`src/rtl/sad_min_mv_selector_if.sv`:
```
// Candidate/result bundle for the SAD minimum motion-vector selector.
// The master drives search control and candidates; the slave returns per-partition winners.
interface sad_min_mv_selector_if #(
  parameter int NUM_PART = 16,
  parameter int SAD_W    = 16,
  parameter int COL_W    = 5,
  parameter int ROW_W    = 7
);
  logic                      start;
  logic                      abort;
  logic                      sad_valid;
  logic [NUM_PART*SAD_W-1:0] sad_in;
  logic [COL_W-1:0]          col_idx;
  logic [ROW_W-1:0]          row_idx;
  logic                      busy;
  logic                      done;
  logic [NUM_PART*SAD_W-1:0] best_sad;
  logic [NUM_PART*COL_W-1:0] best_col;
  logic [NUM_PART*ROW_W-1:0] best_row;
  logic [COL_W+ROW_W:0]      cand_count;

  modport master (
    output start, abort, sad_valid, sad_in, col_idx, row_idx,
    input  busy, done, best_sad, best_col, best_row, cand_count
  );

  modport slave (
    input  start, abort, sad_valid, sad_in, col_idx, row_idx,
    output busy, done, best_sad, best_col, best_row, cand_count
  );
endinterface

```
`src/rtl/sad_min_mv_selector.sv`:
```
// Tracks the minimum SAD and its (col,row) per partition across one motion search.
// IDLE -> SCAN (accept NUM_CAND candidates) -> DONE (one-cycle done pulse) -> IDLE.
module sad_min_mv_selector #(
  parameter int NUM_PART = 16,
  parameter int SAD_W    = 16,
  parameter int COL_W    = 5,
  parameter int ROW_W    = 7,
  parameter int NUM_CAND = 4096,
  parameter int TIE_LAST = 0
) (
  input  logic                  clk,
  input  logic                  rst,
  sad_min_mv_selector_if.slave  bus
);

  localparam int CNT_W = COL_W + ROW_W + 1;
  localparam logic [CNT_W-1:0] LAST_CNT = CNT_W'(NUM_CAND);

  typedef enum logic [1:0] {IDLE, SCAN, DONE} state_t;

  state_t                    state;
  logic                      busy_q;
  logic                      done_q;
  logic                      first_q;
  logic [CNT_W-1:0]          cand_count_q;
  logic [CNT_W-1:0]          cnt_inc;
  logic [NUM_PART*SAD_W-1:0] best_sad_q;
  logic [NUM_PART*COL_W-1:0] best_col_q;
  logic [NUM_PART*ROW_W-1:0] best_row_q;
  logic [NUM_PART-1:0]       upd;

  assign cnt_inc = cand_count_q + CNT_W'(1);

  // Per-partition replace decision; the first candidate of a search always wins.
  always_comb begin
    // NOTE: default every always_comb output first so no path can infer a latch.
    upd = '0;
    for (int p = 0; p < NUM_PART; p++) begin
      if (first_q)
        upd[p] = 1'b1;
      else if (TIE_LAST != 0)
        upd[p] = bus.sad_in[p*SAD_W +: SAD_W] <= best_sad_q[p*SAD_W +: SAD_W];
      else
        upd[p] = bus.sad_in[p*SAD_W +: SAD_W] <  best_sad_q[p*SAD_W +: SAD_W];
    end
  end

  // NOTE: state uses non-blocking assignments so every register sees pre-edge values.
  always_ff @(posedge clk) begin
    if (rst) begin
      state        <= IDLE;
      busy_q       <= 1'b0;
      done_q       <= 1'b0;
      first_q      <= 1'b0;
      cand_count_q <= '0;
      best_sad_q   <= '1;
      best_col_q   <= '0;
      best_row_q   <= '0;
    end else begin
      case (state)
        IDLE: begin
          done_q <= 1'b0;
          if (!bus.abort && bus.start) begin
            state        <= SCAN;
            busy_q       <= 1'b1;
            first_q      <= 1'b1;
            cand_count_q <= '0;
          end
        end

        SCAN: begin
          if (bus.abort) begin
            state  <= IDLE;
            busy_q <= 1'b0;
          end else if (bus.sad_valid) begin
            cand_count_q <= cnt_inc;
            first_q      <= 1'b0;
            for (int p = 0; p < NUM_PART; p++) begin
              if (upd[p]) begin
                best_sad_q[p*SAD_W +: SAD_W] <= bus.sad_in[p*SAD_W +: SAD_W];
                best_col_q[p*COL_W +: COL_W] <= bus.col_idx;
                best_row_q[p*ROW_W +: ROW_W] <= bus.row_idx;
              end
            end
            // Results are final on this same edge; done follows one cycle later.
            if (cnt_inc == LAST_CNT) begin
              state  <= DONE;
              busy_q <= 1'b0;
              done_q <= 1'b1;
            end
          end
        end

        DONE: begin
          state  <= IDLE;
          done_q <= 1'b0;
        end

        default: begin
          state  <= IDLE;
          busy_q <= 1'b0;
          done_q <= 1'b0;
        end
      endcase
    end
  end

  assign bus.busy       = busy_q;
  assign bus.done       = done_q;
  assign bus.cand_count = cand_count_q;
  assign bus.best_sad   = best_sad_q;
  assign bus.best_col   = best_col_q;
  assign bus.best_row   = best_row_q;

endmodule

```
`src/flat_wrapper.sv`:
```
// flat-port wrapper written by rule: the top's interface ports become plain ports
module sad_min_mv_selector_flat 
#(
  parameter int NUM_PART = 16,
  parameter int SAD_W    = 16,
  parameter int COL_W    = 5,
  parameter int ROW_W    = 7,
  parameter int NUM_CAND = 4096,
  parameter int TIE_LAST = 0
)
  (clk, rst, bus_start, bus_abort, bus_sad_valid, bus_sad_in, bus_col_idx, bus_row_idx, bus_busy, bus_done, bus_best_sad, bus_best_col, bus_best_row, bus_cand_count);
  sad_min_mv_selector_if #(.NUM_PART(NUM_PART), .SAD_W(SAD_W), .COL_W(COL_W), .ROW_W(ROW_W)) bus_i ();
  input  logic clk;
  input  logic rst;
  input wire logic [$bits(bus_i.start)-1:0] bus_start;
  input wire logic [$bits(bus_i.abort)-1:0] bus_abort;
  input wire logic [$bits(bus_i.sad_valid)-1:0] bus_sad_valid;
  input wire logic [$bits(bus_i.sad_in)-1:0] bus_sad_in;
  input wire logic [$bits(bus_i.col_idx)-1:0] bus_col_idx;
  input wire logic [$bits(bus_i.row_idx)-1:0] bus_row_idx;
  output wire logic [$bits(bus_i.busy)-1:0] bus_busy;
  output wire logic [$bits(bus_i.done)-1:0] bus_done;
  output wire logic [$bits(bus_i.best_sad)-1:0] bus_best_sad;
  output wire logic [$bits(bus_i.best_col)-1:0] bus_best_col;
  output wire logic [$bits(bus_i.best_row)-1:0] bus_best_row;
  output wire logic [$bits(bus_i.cand_count)-1:0] bus_cand_count;
  assign bus_i.start = bus_start;
  assign bus_i.abort = bus_abort;
  assign bus_i.sad_valid = bus_sad_valid;
  assign bus_i.sad_in = bus_sad_in;
  assign bus_i.col_idx = bus_col_idx;
  assign bus_i.row_idx = bus_row_idx;
  assign bus_busy = bus_i.busy;
  assign bus_done = bus_i.done;
  assign bus_best_sad = bus_i.best_sad;
  assign bus_best_col = bus_i.best_col;
  assign bus_best_row = bus_i.best_row;
  assign bus_cand_count = bus_i.cand_count;
  sad_min_mv_selector #(.NUM_PART(NUM_PART), .SAD_W(SAD_W), .COL_W(COL_W), .ROW_W(ROW_W), .NUM_CAND(NUM_CAND), .TIE_LAST(TIE_LAST)) u_core (.clk(clk), .rst(rst), .bus(bus_i));
endmodule
```
`config.mk`:
```
export PLATFORM = sky130hd
export DESIGN_NAME = sad_min_mv_selector_flat
export DESIGN_NICKNAME = d
export VERILOG_FILES = /design/src/rtl/sad_min_mv_selector_if.sv /design/src/rtl/sad_min_mv_selector.sv /design/src/flat_wrapper.sv
export SDC_FILE = /design/constraint.sdc
export NUM_CORES = 1
export LEC_CHECK = 0
export CELL_PAD_IN_SITES_DETAIL_PLACEMENT = 1
export CELL_PAD_IN_SITES_GLOBAL_PLACEMENT = 1
export CORE_AREA = 2 2 286 288
export CTS_BUF_LIST = sky130_fd_sc_hd__clkbuf_2 sky130_fd_sc_hd__clkbuf_4 sky130_fd_sc_hd__clkbuf_8
export CTS_CLUSTER_DIAMETER = 80
export CTS_CLUSTER_SIZE = 40
export DETAILED_ROUTE_END_ITERATION = 8
export DIE_AREA = 0 0 288 290
export HOLD_SLACK_MARGIN = 0.1
export PLACE_DENSITY = 0.85
export REMOVE_ABC_BUFFERS = 1
export SYNTH_ARGS = -nofsm -noshare
export SYNTH_HDL_FRONTEND = slang
export SYNTH_SLANG_ARGS = --single-unit
```
`constraint.sdc`:
```
create_clock -name clk -period 5.9 [get_ports clk]
set_input_delay 1.77 -clock clk [delete_from_list [all_inputs] [get_ports clk]]
set_output_delay 1.77 -clock clk [all_outputs]
set_load 0.01 [all_outputs]
```
==> summary.txt, run 1 <==
outcome: completed
RR Endpoint: u_core.bus.best_col[59]$_SDFFE_PP0P_
Setup TNS: 0 ps
mapped cell area: 28270 um^2
cell chain of the critical path: clkdlybuf4s50_1 > and4bb_2 > buf_4 > o21ai_2 > a21oi_4 > buf_4 > nor3_1 > a311oi_1 > o41ai_1
Gate Count Post-Synth: 3296
startpoint-to-endpoint class of the critical path: in2reg
Routed Antenna Nets: 0
remaining global-route overflow: 0
remaining routing DRC violations: 0
post-detailed-route via-to-cell ratio: 5.875
core footprint: 80160 um^2
routed len/inst: 23.01 um
number of setup buffers added after CTS: 0
Syn-to-layout area delta: 31.02%
Placed Cells incl. Taps: 4820
clock share of power: 34.0%
number of buffers inserted during clock tree synthesis: 37
proportion of layout cells with a drive suffix above 1: 5.773%
height of the die: 290 um
Total Die Area: 83520 um^2
clock slew seen by the registers of the worst setup and hold paths: 120 ps
number of synthesized register bits: 466
NumNets Final: 4314
r2r setup slk: 2740 ps
switching share of total power: 31.10%
maximum vdd drop: 0.0001432 V
number of global-route vias before repair: 29374
critical path startpoint category: primary input
CTS tree: done
ys flop type: sky130_fd_sc_hd__dfxtp_1
timing endpoint of the critical path: u_core.bus.best_col[59]$_SDFFE_PP0P_
number of buffers and inverters on the critical path: 3
antenna violations before repair: 12
fraction of the yosys area taken by sequential cells: 33.00%
PwrDens: 182.4 nW/um^2
die span in x: 288 um
Leakage Power: 15.78 nW
Routability Congestion: 0.9059
io pins: 736
total routed wirelength: 112600 um
CP peak stage delay: 740 ps
R2R cell count: 8
Tmin final: 4378 ps
Warnings, synthesis: 0
Tot Pwr: 6.757 mW
total via count after detailed routing: 28748
number of standard-cell rows in the floorplan: 104
DR iter-0 viols: 1474
fmax: 228.4 MHz
Crit-path slowest cell: sky130_fd_sc_hd__and4bb_2
count of input and output buffers: 735
Reg-to-Reg Start: u_core.state[0]$_SDFFE_PP0P_
first-pass iteration count of the detailed router: 7
clock sink count: 466
crit-path leading delay family: buffers and inverters
Arrival @ worst endpoint: 4860 ps
critical path's most frequent cell: sky130_fd_sc_hd__buf_4
placed wire-length estimate after detailed placement: 80170 um
Worst-Margin Slew: 1165 ps
distinct cell type count of the synthesized netlist: 56
root buffer selected by CTS: sky130_fd_sc_hd__clkbuf_8
biggest fanout along the worst timing path: 38
portion of the clock cycle consumed by the worst path in the final layout: 74.21%
global-route wire length before repair: 171600 um
Setup crit end kind: flop
RSZ-0062 raised after global routing: no
Mean Syn Cell Area: 8.576 um^2
maximum capacitance violations: 0
later-pin clock latency in the skew report: 650 ps
Crit. path cell count: 9
Core Util, Final: 46.20%
worst setup path startpoint: bus_abort
maximum clock insertion buffer count: 3
global router's overall resource usage: 25.75%
number of H-tree levels: 2
internal power summed over all cells: 4.656 mW
HP Class: reg2reg
net load switching power: 2.101 mW
starting density of the core: 35.26%
sequential power share: 48.7%
Post-Layout Cell Count: 4893
maximum number of pins on one net before global-route repair: 199
final worst clock skew: 51.21 ps
share of flip-flops with an asynchronous set or reset: 0%
Final Hold Slack: 499.3 ps
Finish-stage setup viols: 0
relative slew slack: 22.14%
data required time at the worst endpoint: 6380 ps
Gates resized, CTS repair: 0
final slew viol count: 0
share of power burned in combinational logic: 17.3%
count of endpoints failing hold in the final timing report: 0
number of enable-type register cells in the synthesized netlist: 0
number of buffers inserted for hold repair after clock tree synthesis: 0
-- tightest hold or removal path: cells and delay by family (launching register included) --
kind / cells / cell delay [ps]
compound gates: 1 / 70
buf+inv: 1 / 60
flops: 1 / 330
-- cells by family (layout without fill, tap and decap cells) --
| logic type | after synthesis | after routing | share of synthesized area, % |
|---|---|---|---|
| and+or+nand+nor | 632 | 632 | 12.13 |
| adders and majority gates | 242 | 242 | 10.71 |
| AOI/OAI and AO/OA | 1189 | 1189 | 32.65 |
| muxes | 3 | 3 | 0.1107 |
| xor gates and xnor gates | 2 | 2 | 0.06198 |
| DFF | 466 | 466 | 33.00 |
| other | 0 | 5 | 0 |
| buffers and inverters | 762 | 1294 | 11.33 |
-- registers in the layout, indices dropped and copies added (netlist names) --
register and count:
u_core.bus.busy 1, u_core.first_q 1, u_core.bus.best_row 112, u_core.bus.done 1, u_core.bus.cand_count 13, u_core.bus.best_sad 256
u_core.state 2, u_core.bus.best_col 80
-- area by class of cell --
cell class / count / area, um^2
antenna: 5 / 12.51
sequential: 466 / 9333
clock buffer: 42 / 578.1
timing repair buffer: 795 / 7838
inverter: 431 / 1625
clock inverter: 26 / 376.6
multi-input combinational: 2068 / 15950
fill: 9317 / 43120
tap: 1060 / 1326
-- power by group through the flow --
stage	clock, mW	combinational [mW]	sequential [mW]
floorplan	0	0.431	3.39
global placement	0	1.13	3.36
detailed placement	0	1.16	3.36
CTS	2.36	1.17	3.29
global route	2.47	1.27	3.30
finish	2.29	1.17	3.29
-- metal layers --
| layer | global-route usage (%) | share of wire (%) | wire (um) | vias to the layer above |
|---|---|---|---|---|
| li1 | - | - | - | 13494 |
| met1 | 29.90 | 40 | 44540 | 14158 |
| met2 | 43.27 | 47 | 53370 | 841 |
| met3 | 7.201 | 7.7 | 8639 | 247 |
| met4 | 12.60 | 5.3 | 5981 | 8 |
| met5 | 0 | 0.044 | 49 | - |
-- how the worst min path moves through the flow --
stage | startpoint | end | depth (start not counted) | slack, ps
3_5_place_dp | u_core.bus.best_col[30]$_SDFFE_PP0P_ | u_core.bus.best_col[30]$_SDFFE_PP0P_ | 2 | 480
6_report | u_core.bus.best_col[56]$_SDFFE_PP0P_ | u_core.bus.best_col[56]$_SDFFE_PP0P_ | 2 | 500
4_1_cts | u_core.bus.best_col[30]$_SDFFE_PP0P_ | u_core.bus.best_col[30]$_SDFFE_PP0P_ | 2 | 500
2_1_floorplan | u_core.bus.cand_count[10]$_SDFFE_PP0P_ | u_core.bus.cand_count[10]$_SDFFE_PP0P_ | 2 | 490
3_3_place_gp | u_core.bus.done$_SDFFE_PP0P_ | u_core.bus.done$_SDFFE_PP0P_ | 2 | 470
5_1_grt | u_core.bus.best_col[20]$_SDFFE_PP0P_ | u_core.bus.best_col[20]$_SDFFE_PP0P_ | 2 | 520
-- cells in the final DEF, fill, tap and decap left out, types with 73 or more instances in the layout --
cell	count
sky130_fd_sc_hd__and3_1	157
sky130_fd_sc_hd__clkdlybuf4s50_1	734
sky130_fd_sc_hd__ha_1	242
sky130_fd_sc_hd__o211ai_1	512
sky130_fd_sc_hd__nand2_1	80
sky130_fd_sc_hd__dfxtp_1	465
sky130_fd_sc_hd__nor3_1	195
sky130_fd_sc_hd__o41ai_1	156
sky130_fd_sc_hd__nor2_1	73
sky130_fd_sc_hd__a311oi_1	160
sky130_fd_sc_hd__inv_1	430
-- through the flow --
stage               instance area (um^2)  worst slack (ps)
global route                       37040              1397
CTS                                37020              1546
floorplan                          26680             -1470
finish                             37040              1522
detailed placement                 36070             873.5
global placement                   36070              1025
-- cell usage after synthesis (all sizes together), types with 4 or more instances --
cell type | count | share of area, %
nand2b | 20 | 0.44
clkbuf | 200 | 2.7
o2111ai | 32 | 0.99
a221oi | 36 | 1.1
nor2b | 64 | 1.6
o41ai | 156 | 4.8
a211oi | 32 | 0.85
a21o | 61 | 1.6
inv | 430 | 5.7
ha | 242 | 11
and3 | 157 | 3.5
nand3 | 9 | 0.16
o21ai | 91 | 1.8
and4 | 4 | 0.12
nor3 | 196 | 3.5
o211ai | 512 | 14
nand2 | 80 | 1.1
nor4 | 4 | 0.089
buf | 131 | 2.9
dfxtp | 466 | 33
a21oi | 78 | 1.9
nand4 | 19 | 0.55
nor2 | 73 | 0.97
o21a | 16 | 0.47
a311oi | 160 | 5.0
Power figures use the tool's default switching activity.
==> inputs of run 2 (changes only) <==
CORE_AREA = 2 2 284 286   (was 2 2 286 288)
DIE_AREA = 0 0 286 288   (was 0 0 288 290)
clock period = 4.6 ns   (was 5.9 ns; I/O delays follow)
==> run 2 against run 1 <==
  * Non-clock buffer count is 27 higher
  * Final area is 0.57% higher
  * Critical endpoint is now u_core.bus.best_row[22]$_SDFFE_PP0P_
  * Clock-buffer cell count is 4 lower
  * Via count hardly changed
  * Register-to-register slack worse by 820 ps
  * Die area is 1.4% lower
  * Critical path type unchanged
  * Largest cell class unchanged
==> summary.txt, run 2 (same netlist as run 1, synthesis figures left out) <==
RR Endpoint: u_core.bus.best_row[22]$_SDFFE_PP0P_ (was u_core.bus.best_col[59]$_SDFFE_PP0P_)
placed wire-length estimate after detailed placement: 80190 um (was 80170 um)
starting density of the core: 35.50% (was 35.26%)
final slew viol count: 0 (unchanged)
register area: 9333 um^2 (unchanged)
max reg flops: 256 (unchanged)
commonest cells after routing, fill and taps aside: sky130_fd_sc_hd__clkdlybuf4s50_1 (734), sky130_fd_sc_hd__o211ai_1 (512), sky130_fd_sc_hd__dfxtp_1 (465), sky130_fd_sc_hd__inv_1 (430), sky130_fd_sc_hd__ha_1 (242) (unchanged)
Core Util, Final: 46.77% (was 46.20%)
maximum vdd drop: 0.0001669 V (was 0.0001432 V)
relative slew slack: 20.61% (was 22.14%)
number of standard-cell rows in the floorplan: 104 (unchanged)
final worst clock skew: 35.88 ps (was 51.21 ps)
crit-path leading delay family: compound AO/OA/AOI/OAI gates (was buffers and inverters)
Setup crit end kind: flop (unchanged)
total via count after detailed routing: 28768 (was 28748)
post-detailed-route via-to-cell ratio: 5.851 (was 5.875)
number of buffers and inverters on the critical path: 2 (was 3)
die span in x: 286 um (was 288 um)
CP peak stage delay: 770 ps (was 740 ps)
Reg-to-Reg Start: u_core.bus.best_sad[61]$_SDFFE_PP1P_ (was u_core.state[0]$_SDFFE_PP0P_)
count of input and output buffers: 735 (unchanged)
cell chain of the critical path: clkdlybuf4s50_1 > ha_1 > a21o_1 > a21oi_1 > o221ai_2 > buf_4 > nor2_1 > a221oi_1 > o21ai_0 (was clkdlybuf4s50_1 > and4bb_2 > buf_4 > o21ai_2 > a21oi_4 > buf_4 > nor3_1 > a311oi_1 > o41ai_1)
data required time at the worst endpoint: 5120 ps (was 6380 ps)
DR iter-0 viols: 1355 (was 1474)
Final Hold Slack: 499.2 ps (was 499.3 ps)
global-route wire length before repair: 169800 um (was 171600 um)
Placed Cells incl. Taps: 4847 (was 4820)
CTS tree: done (unchanged)
final cell area excluding filler cells: 37250 um^2 (was 37040 um^2)
antenna violations before repair: 14 (was 12)
Leakage Power: 15.89 nW (was 15.78 nW)
io pins: 736 (unchanged)
number of setup buffers added after CTS: 0 (unchanged)
Fill cells: 9364 (was 9317)
Post-Layout Cell Count: 4917 (was 4893)
number of buffers inserted for hold repair after clock tree synthesis: 0 (unchanged)
Worst-Margin Slew: 1188 ps (was 1165 ps)
instance area at placement: 36370 um^2 (was 36070 um^2)
PwrDens: 228.4 nW/um^2 (was 182.4 nW/um^2)
critical path startpoint category: primary input (unchanged)
height of the die: 288 um (was 290 um)
number of global-route vias before repair: 29244 (was 29374)
later-pin clock latency in the skew report: 660 ps (was 650 ps)
Gates resized, CTS repair: 0 (unchanged)
first-pass iteration count of the detailed router: 5 (was 7)
Tmin final: 3399 ps
Routed Antenna Nets: 0 (unchanged)
count of endpoints failing hold in the final timing report: 0 (unchanged)
maximum capacitance violations: 0 (unchanged)
NumNets Final: 4339 (was 4314)
clock slew seen by the registers of the worst setup and hold paths: 130 ps (was 120 ps)
worst setup path startpoint: bus_sad_in[61] (was bus_abort)
Total Die Area: 82370 um^2 (was 83520 um^2)
R2R cell count: 9 (was 8)
remaining global-route overflow: 0 (unchanged)
Syn-to-layout area delta: 31.76% (was 31.02%)
outcome: completed (unchanged)
clock sink count: 466 (unchanged)
Crit. path cell count: 9 (unchanged)
remaining routing DRC violations: 0 (unchanged)
Routability Congestion: 0.9334 (was 0.9059)
proportion of layout cells with a drive suffix above 1: 6.312% (was 5.773%)
global router's overall resource usage: 25.82% (was 25.75%)
total routed wirelength: 111900 um (was 112600 um)
root buffer selected by CTS: sky130_fd_sc_hd__clkbuf_8 (unchanged)
Arrival @ worst endpoint: 3920 ps (was 4860 ps)
area occupied by multi-input gates: 15950 um^2 (about the same)
startpoint-to-endpoint class of the critical path: in2reg (unchanged)
biggest fanout along the worst timing path: 22 (was 38)
timing endpoint of the critical path: u_core.bus.best_row[22]$_SDFFE_PP0P_ (was u_core.bus.best_col[59]$_SDFFE_PP0P_)
Finish-stage setup viols: 0 (unchanged)
routed len/inst: 22.76 um (was 23.01 um)
number of buffers inserted during clock tree synthesis: 35 (was 37)
RSZ-0062 raised after global routing: no (unchanged)
Tot Pwr: 8.505 mW (was 6.757 mW)
portion of the clock cycle consumed by the worst path in the final layout: 73.89%
Crit-path slowest cell: sky130_fd_sc_hd__o221ai_2 (was sky130_fd_sc_hd__and4bb_2)
number of H-tree levels: 2 (unchanged)
core footprint: 79640 um^2 (was 80160 um^2)
maximum clock insertion buffer count: 3 (unchanged)
HP Class: reg2reg (unchanged)
fmax: 294.2 MHz
most common library cell in the layout ignoring fill and taps: sky130_fd_sc_hd__clkdlybuf4s50_1 (unchanged)
r2r setup slk: 1920 ps (was 2740 ps)
maximum number of pins on one net before global-route repair: 158 (was 199)
## run 2: changes by cell type in the layout (fill, tap and decap cells not counted), sizes merged
cell | previous run | this run
clkinvlp | 2 | 1
bufinv | 4 | 2
buf | 61 | 88
diode | 5 | 7
clkinv | 8 | 10
clkbuf | 42 | 38
## run 2: how the worst min path moves through the flow
stage	from	endpoint	slack (ps)	depth (start not counted)
after floorplan	u_core.bus.cand_count[10]$_SDFFE_PP0P_	u_core.bus.cand_count[10]$_SDFFE_PP0P_	490	2
after global placement	u_core.bus.best_row[59]$_SDFFE_PP0P_	u_core.bus.best_row[59]$_SDFFE_PP0P_	470	2
after detailed placement	u_core.bus.best_col[59]$_SDFFE_PP0P_	u_core.bus.best_col[59]$_SDFFE_PP0P_	480	2
after CTS	u_core.bus.best_row[83]$_SDFFE_PP0P_	u_core.bus.best_row[83]$_SDFFE_PP0P_	500	2
after global routing	u_core.bus.best_row[82]$_SDFFE_PP0P_	u_core.bus.best_row[82]$_SDFFE_PP0P_	520	2
final	u_core.bus.best_row[49]$_SDFFE_PP0P_	u_core.bus.best_row[49]$_SDFFE_PP0P_	500	2
## run 2: final cells by class
| type | instances | area share [%] |
|---|---|---|
| Timing Repair Buffer | 822 | 21.82 |
| Tap cell | 1060 | 3.561 |
| Inverter | 431 | 4.364 |
| Multi-Input combinational cell | 2068 | 42.83 |
| Sequential cell | 466 | 25.06 |
| Antenna cell | 7 | 0.04703 |
| Clock inverter | 25 | 0.9272 |
| Clock buffer | 38 | 1.387 |
## run 2: layer usage
metal | wire, um | track usage (%) | up-vias
li1 | - | - | 13564
met1 | 44680 | 29.94 | 14094
met2 | 53060 | 43.66 | 836
met3 | 8480 | 7.393 | 262
met4 | 5590 | 12.47 | 12
met5 | 77 | 0 | -
## run 2: metrics by stage
step	TNS (ps)	setup slack (ps)
after floorplan	-465740	-2380
after global placement	0	672.5
after detailed placement	0	613.1
after CTS	0	1279
after global routing	0	965.7
final	0	1201
## run 2: worst reg2reg max path, cell delays in order, from the launching register on
cell	delay, ps
sky130_fd_sc_hd__dfxtp_1	380
sky130_fd_sc_hd__inv_1	70
sky130_fd_sc_hd__ha_1	320
sky130_fd_sc_hd__a21o_1	140
sky130_fd_sc_hd__a21oi_1	100
sky130_fd_sc_hd__o221ai_2	770
sky130_fd_sc_hd__buf_4	340
sky130_fd_sc_hd__nor2_1	70
sky130_fd_sc_hd__a221oi_1	250
sky130_fd_sc_hd__o21ai_0	120
## run 2: power by group
part,switching [mW],internal [mW],total [mW]
combinational,0.841,0.662,1.50
sequential,0.0881,4.15,4.23
clock,1.77,0.997,2.77
total,2.70,5.80,8.51
